`config.mk`:
```
export PLATFORM = sky130hd
export DESIGN_NAME = adder_arb
export DESIGN_NICKNAME = d
export VERILOG_FILES = /design/src/rtl/adder_arb.sv
export SDC_FILE = /design/constraint.sdc
export NUM_CORES = 1
export LEC_CHECK = 0
export BUFFER_PORTS_ARGS = -buffer_cell sky130_fd_sc_hd__buf_2
export CAP_MARGIN = 25
export CORE_MARGIN = 8
export CORE_UTILIZATION = 45
export CTS_CLUSTER_DIAMETER = 120
export DETAILED_ROUTE_END_ITERATION = 10
export PLACE_DENSITY = 0.79
export SYNTH_ARGS = -nofsm -noshare
export SYNTH_HDL_FRONTEND = slang
export SYNTH_SLANG_ARGS = --single-unit
```
`constraint.sdc`:
```
create_clock -name CLK -period 5.3 [get_ports CLK]
set_input_delay 1.06 -clock CLK [delete_from_list [all_inputs] [get_ports CLK]]
set_output_delay 1.06 -clock CLK [all_outputs]
set_load 0.005 [all_outputs]
```
`src/rtl/adder_arb.sv`:
```
// rtl/adder_arb.sv - round-robin arbiter sharing one adder among NREQ requesters
//
// Grants one requester at a time, drives the adder operands and IEA/IEB
// handshake on its behalf, captures Y when OE rises, waits for OE to fall,
// then pulses DONE to the granted requester with the captured sum on RES.
//
// Optional feature: define ARB_TIMEOUT_EN to abort ISSUE/DRAIN after TIMEOUT
// cycles, setting the sticky ERR flag. Without it ERR is tied to 0.
//
// Ports:
//   CLK, RST        clock (rising edge), asynchronous active-high reset
//   REQ             level request per requester, held until its DONE
//   REQ_A, REQ_B    packed operands, slice i belongs to requester i
//   GNT             registered one-hot grant
//   DONE            one-cycle completion pulse to the granted requester
//   RES             captured sum, held until the next capture
//   BUSY            high whenever the FSM is not IDLE
//   ERR             sticky timeout flag
//   AD_A, AD_B      operands to the adder
//   AD_IEA, AD_IEB  input enables to the adder
//   AD_Y, AD_OE     sum and output-valid from the adder
module adder_arb #(
  parameter int BITS    = 8,
  parameter int NREQ    = 4,
  parameter int TIMEOUT = 64
) (
  input  logic                 CLK,
  input  logic                 RST,
  input  logic [NREQ-1:0]      REQ,
  input  logic [NREQ*BITS-1:0] REQ_A,
  input  logic [NREQ*BITS-1:0] REQ_B,
  output logic [NREQ-1:0]      GNT,
  output logic [NREQ-1:0]      DONE,
  output logic [BITS-1:0]      RES,
  output logic                 BUSY,
  output logic                 ERR,
  output logic [BITS-1:0]      AD_A,
  output logic [BITS-1:0]      AD_B,
  output logic                 AD_IEA,
  output logic                 AD_IEB,
  input  logic [BITS-1:0]      AD_Y,
  input  logic                 AD_OE
);

  localparam int PW = (NREQ > 1) ? $clog2(NREQ) : 1;
  localparam logic [PW-1:0] PTR_RST = PW'(NREQ - 1);

  typedef enum logic [2:0] {
    IDLE,
    SETUP,
    ISSUE,
    CAPTURE,
    DRAIN,
    FIN
  } state_t;

  state_t            state_q, state_d;
  logic [NREQ-1:0]   gnt_q, gnt_d;
  logic [NREQ-1:0]   done_q, done_d;
  logic [BITS-1:0]   res_q, res_d;
  logic              busy_q, busy_d;
  logic [BITS-1:0]   ad_a_q, ad_a_d;
  logic [BITS-1:0]   ad_b_q, ad_b_d;
  logic              ad_ie_q, ad_ie_d;
  logic [PW-1:0]     ptr_q, ptr_d;

`ifdef ARB_TIMEOUT_EN
  localparam int CW = $clog2(TIMEOUT + 1);
  logic [CW-1:0]     cnt_q, cnt_d;
  logic              err_q, err_d;
`endif

  // Requester index at a cyclic offset from the round-robin pointer.
  function automatic logic [PW-1:0] wrap_idx(input logic [PW-1:0] base, input int off);
    int s;
    s = int'(base) + off;
    if (s >= NREQ) s = s - NREQ;
    return PW'(s);
  endfunction

  // Round-robin pick: first set REQ strictly after the pointer, wrapping.
  logic            arb_found;
  logic [PW-1:0]   arb_idx;
  logic [NREQ-1:0] arb_oh;

  always_comb begin
    arb_found = 1'b0;
    arb_idx   = ptr_q;
    for (int i = 1; i <= NREQ; i++) begin
      if (!arb_found && REQ[wrap_idx(ptr_q, i)]) begin
        arb_found = 1'b1;
        arb_idx   = wrap_idx(ptr_q, i);
      end
    end
    arb_oh = {{(NREQ-1){1'b0}}, 1'b1} << arb_idx;
  end

  always_comb begin
    state_d = state_q;
    gnt_d   = gnt_q;
    done_d  = '0;
    res_d   = res_q;
    ad_a_d  = ad_a_q;
    ad_b_d  = ad_b_q;
    ad_ie_d = ad_ie_q;
    ptr_d   = ptr_q;
`ifdef ARB_TIMEOUT_EN
    cnt_d   = cnt_q;
    err_d   = err_q;
`endif

    case (state_q)
      IDLE: begin
        gnt_d   = '0;
        ad_ie_d = 1'b0;
        if (arb_found) begin
          gnt_d   = arb_oh;
          ad_a_d  = REQ_A[int'(arb_idx)*BITS +: BITS];
          ad_b_d  = REQ_B[int'(arb_idx)*BITS +: BITS];
          ptr_d   = arb_idx;
          state_d = SETUP;
        end
      end

      // Operands have been stable for a full cycle; enables rise on ISSUE entry.
      SETUP: begin
        ad_ie_d = 1'b1;
        state_d = ISSUE;
`ifdef ARB_TIMEOUT_EN
        cnt_d   = '0;
`endif
      end

      // An OE already high on entry is accepted as completion.
      ISSUE: begin
        if (AD_OE) begin
          res_d   = AD_Y;
          ad_ie_d = 1'b0;
          state_d = CAPTURE;
        end
`ifdef ARB_TIMEOUT_EN
        else if (cnt_q == CW'(TIMEOUT - 1)) begin
          err_d   = 1'b1;
          ad_ie_d = 1'b0;
          done_d  = gnt_q;
          state_d = FIN;
        end else begin
          cnt_d = cnt_q + 1'b1;
        end
`endif
      end

      CAPTURE: begin
        ad_ie_d = 1'b0;
        state_d = DRAIN;
`ifdef ARB_TIMEOUT_EN
        cnt_d   = '0;
`endif
      end

      DRAIN: begin
        if (!AD_OE) begin
          done_d  = gnt_q;
          state_d = FIN;
        end
`ifdef ARB_TIMEOUT_EN
        else if (cnt_q == CW'(TIMEOUT - 1)) begin
          err_d   = 1'b1;
          done_d  = gnt_q;
          state_d = FIN;
        end else begin
          cnt_d = cnt_q + 1'b1;
        end
`endif
      end

      FIN: begin
        gnt_d   = '0;
        state_d = IDLE;
      end

      default: begin
        gnt_d   = '0;
        ad_ie_d = 1'b0;
        state_d = IDLE;
      end
    endcase

    busy_d = (state_d != IDLE);
  end

  always_ff @(posedge CLK or posedge RST) begin
    if (RST) begin
      state_q <= IDLE;
      gnt_q   <= '0;
      done_q  <= '0;
      res_q   <= '0;
      busy_q  <= 1'b0;
      ad_a_q  <= '0;
      ad_b_q  <= '0;
      ad_ie_q <= 1'b0;
      ptr_q   <= PTR_RST;
    end else begin
      state_q <= state_d;
      gnt_q   <= gnt_d;
      done_q  <= done_d;
      res_q   <= res_d;
      busy_q  <= busy_d;
      ad_a_q  <= ad_a_d;
      ad_b_q  <= ad_b_d;
      ad_ie_q <= ad_ie_d;
      ptr_q   <= ptr_d;
    end
  end

`ifdef ARB_TIMEOUT_EN
  always_ff @(posedge CLK or posedge RST) begin
    if (RST) begin
      cnt_q <= '0;
      err_q <= 1'b0;
    end else begin
      cnt_q <= cnt_d;
      err_q <= err_d;
    end
  end

  assign ERR = err_q;
`else
  assign ERR = 1'b0;
`endif

  assign GNT    = gnt_q;
  assign DONE   = done_q;
  assign RES    = res_q;
  assign BUSY   = busy_q;
  assign AD_A   = ad_a_q;
  assign AD_B   = ad_b_q;
  assign AD_IEA = ad_ie_q;
  assign AD_IEB = ad_ie_q;

endmodule

```
==> impl_metrics.yaml <==
run_status:
  run_status: "finished clean"
synthesis:
  synth_edf_count: 0
  syn_nets: 295
  synth-main-ff-cell: "sky130_fd_sc_hd__dfrtp_1"
  yosysUniqueCellTypes: 38
  ys_seq_elements: 39
  netlist_instances: 216
  postSynth.asyncResetShare_pct: 100
  mappedNetlistArea_sq_mm: 0.00223
  ys.warnings.count: 0
  seq_area_frac_synth_pct: 43.8
  avgSynthCellArea_sq_um: 10.3
detailed_routing:
  drc: 0
  drt_initial_violations: 127
  drt_pass1_iterations: 7
  post_drt_via_cell_ratio: 5.38
  detail_route.wirelength_um: 6750
  vias: 2093
  routed_length_per_instance_um: 17.4
  drtAntennaViolNets: 0
setup_path:
  cp.arrival_ns: 3.17
  cp_cell_sequence: "buf_2 > or4_1 > nand2_1 > nand3b_1 > o211ai_1"
  critical-path-slowest-cell: "sky130_fd_sc_hd__nand3b_1"
  worst-path-buf-inv: 1
  critPathLaunchType: "input port"
  timing.critical_path.required_ns: 5.44
  category_of_the_worst_setup_path_capture_point: "flip-flop"
  setup.worst_path.class: "input port to flip-flop"
  setup.reg_to_reg.worst_slack_ns: 2.71
  worst-path-max-fanout: 21
  critPathTopFamily: "simple AND/OR/NAND/NOR gates"
  crit_path_max_incr_delay_ns: 0.64
timing:
  share_of_the_cycle_needed_by_the_critical_path_after_routing_pct: 57.2
  worst_margin_pin_slew_ns: 0.838
  setup_repair_after_global_routing_missed_its_margin: "no"
  fin_worst_skew_ns: 0.00402
  final_setup_viols: 0
  fin_setup_tns_ns: 0
  timing.fmax_ghz: 0.330
  slew_headroom_pct: 44.1
  final-hold-violation-count: 0
  period_needed_ns: 3.03
  final_max_slew_violation_count: 0
clock_tree:
  cts_hold_buf: 0
  cts_tree: "yes"
  post_cts.repair.setup_buffers: 0
  cts_max_level: 2
  source_to_sink_clock_delay_at_the_later_pin_of_the_worst_skew_pair_ns: 0.29
  tritoncts_num_sinks: 39
  cts_max_path_buffers: 2
  cts.reportedPaths.clkPinSlew_ns: 0.08
  cts_root_cell: "sky130_fd_sc_hd__clkbuf_8"
  cts-resized-gates: 0
  total_cts_buffers: 5
final_layout:
  final_core_util_pct: 61.9
  most-common-layout-cells: "sky130_fd_sc_hd__buf_2 (113), sky130_fd_sc_hd__dfrtp_1 (37), sky130_fd_sc_hd__nand2_1 (23), sky130_fd_sc_hd__o211ai_1 (17)"
  antenna-diode-count: 0
  post_layout_nonfiller_instances: 389
  layout_commonest_cell: "sky130_fd_sc_hd__buf_2"
  fraction_of_layout_cells_with_a_size_suffix_above_1_pct: 47.5
  layout.nets: 400
  nFillCells: 439
  stdcell_area_sq_mm: 0.00294
  synthToLayoutAreaGrowth_pct: 31.7
placed_design:
  final_wtd_congestion: 0.810
  place.port_buffers: 113
  place_inst: 379
  hpwlAfterDp_um: 5020
  dpl_cell_area_sq_mm: 0.00278
floorplanning:
  dieArea_sq_mm: 0.00748
  ioPinCount: 115
  floorplan.initialDensity_pct: 47.0
  core_area_sq_mm: 0.00475
  die_h_um: 86.5
  chipWidth_um: 86.5
  row_count: 25
power_and_ir_drop:
  power.total_uw: 1560
  p_leak_uw: 0.00148
  power_density_mw_per_mm2: 530
  vdd_drop_max_mv: 0.283
global_route:
  grt_antenna_before_repair: 0
  global_route.usage.total_pct: 18.0
  grt_start_max_net_pins: 40
  grt_pass1_wl_um: 10500
  first_global_vias: 2157
  grt.overflow.total: 0
run:
  drv_cap: 0
hold_path:
  worstHoldPathType: "flip-flop to flip-flop"
## power breakdown
part           switching (uW)  leakage (uW)  internal, uW
clock                     105     0.0000654           188
sequential               81.3      0.000485           430
combinational             394      0.000926           361
total                     581       0.00148           979
## sequential cells by signal, indices dropped and copies added (netlist names)
register	cells
GNT	4
AD_A	8
BUSY	1
state_q	3
DONE	4
ptr_q	2
AD_IEA	1
RES	8
AD_B	8
## metrics by stage
| stage | hold WS (ns) | worst slack, ns |
|---|---|---|
| floorplan | 0.476 | 2.93 |
| global placement | 0.475 | 2.01 |
| detailed placement | 0.483 | 1.97 |
| CTS | 0.500 | 2.28 |
| global route | 0.517 | 2.14 |
| finish | 0.493 | 2.27 |
## per-layer routing
metal  GRT usage (%)  up-vias  share of wire [%]
li1                -     1013                  -
met3            6.71        4                8.9
met1            20.9      983                 39
met2            29.6       93                 51
met5               0        -                  0
met4            6.26        0               0.93
## cell type report
class                      count  area [sq um]  area share, %
multi-input combinational    157          1130           38.5
inverter                       2          7.51          0.255
tap                           67          83.8           2.85
sequential                    39           978           33.2
timing repair buffer         116           608           20.7
clock inverter                 2          60.1           2.04
clock buffer                   6          72.6           2.47
## path summary, 6_finish.rpt
| check | start | end | cells after the start |
|---|---|---|---|
| setup / recovery | REQ[3] | AD_A[1]$_DFFE_PP0P_ | 5 |
| hold / removal | AD_B[1]$_DFFE_PP0P_ | AD_B[1]$_DFFE_PP0P_ | 2 |
| setup reg to reg | state_q[2]$_DFF_PP0_ | AD_A[1]$_DFFE_PP0P_ | 4 |
| hold reg to reg | AD_B[1]$_DFFE_PP0P_ | AD_B[1]$_DFFE_PP0P_ | 2 |
| max in group asynchronous | RST | ptr_q[1]$_DFFE_PP1P_ | 3 |
| min in group asynchronous | RST | RES[2]$_DFFE_PP0P_ | 3 |
## cells in the mapped netlist (3+ instances only)
library cell | n | area (sq um)
sky130_fd_sc_hd__o21ai_0 | 5 | 25.0
sky130_fd_sc_hd__o31ai_1 | 16 | 120
sky130_fd_sc_hd__and2_1 | 5 | 31.3
sky130_fd_sc_hd__nor2b_1 | 3 | 18.8
sky130_fd_sc_hd__mux2_2 | 8 | 90.1
sky130_fd_sc_hd__nand2_1 | 23 | 86.3
sky130_fd_sc_hd__dfrtp_1 | 37 | 926
sky130_fd_sc_hd__clkbuf_1 | 6 | 22.5
sky130_fd_sc_hd__o211ai_1 | 17 | 128
sky130_fd_sc_hd__mux2i_1 | 16 | 160
sky130_fd_sc_hd__nand4_1 | 16 | 100
sky130_fd_sc_hd__buf_4 | 3 | 22.5
sky130_fd_sc_hd__nor2_1 | 5 | 18.8
sky130_fd_sc_hd__nand2b_1 | 5 | 31.3
sky130_fd_sc_hd__a21bo_2 | 16 | 160
sky130_fd_sc_hd__buf_2 | 5 | 25.0
## worst min-delay path, stage by stage, from the launching register on
cell	delay [ns]
sky130_fd_sc_hd__dfrtp_1	0.34
sky130_fd_sc_hd__nand2_1	0.05
sky130_fd_sc_hd__o211ai_1	0.06
## cells by family (layout without fill, tap and decap cells)
| family | count (synthesis) | after routing | share of synthesized area (%) |
|---|---|---|---|
| other | 1 | 1 | 0.168 |
| multiplexers | 24 | 24 | 11.2 |
| buffers and inverters | 20 | 126 | 5.54 |
| flip-flops | 39 | 39 | 43.8 |
| AO/OA/AOI/OAI | 67 | 67 | 23.9 |
| AND/OR/NAND/NOR | 65 | 65 | 15.5 |
Note: power is estimated with default switching activity, not from simulation.
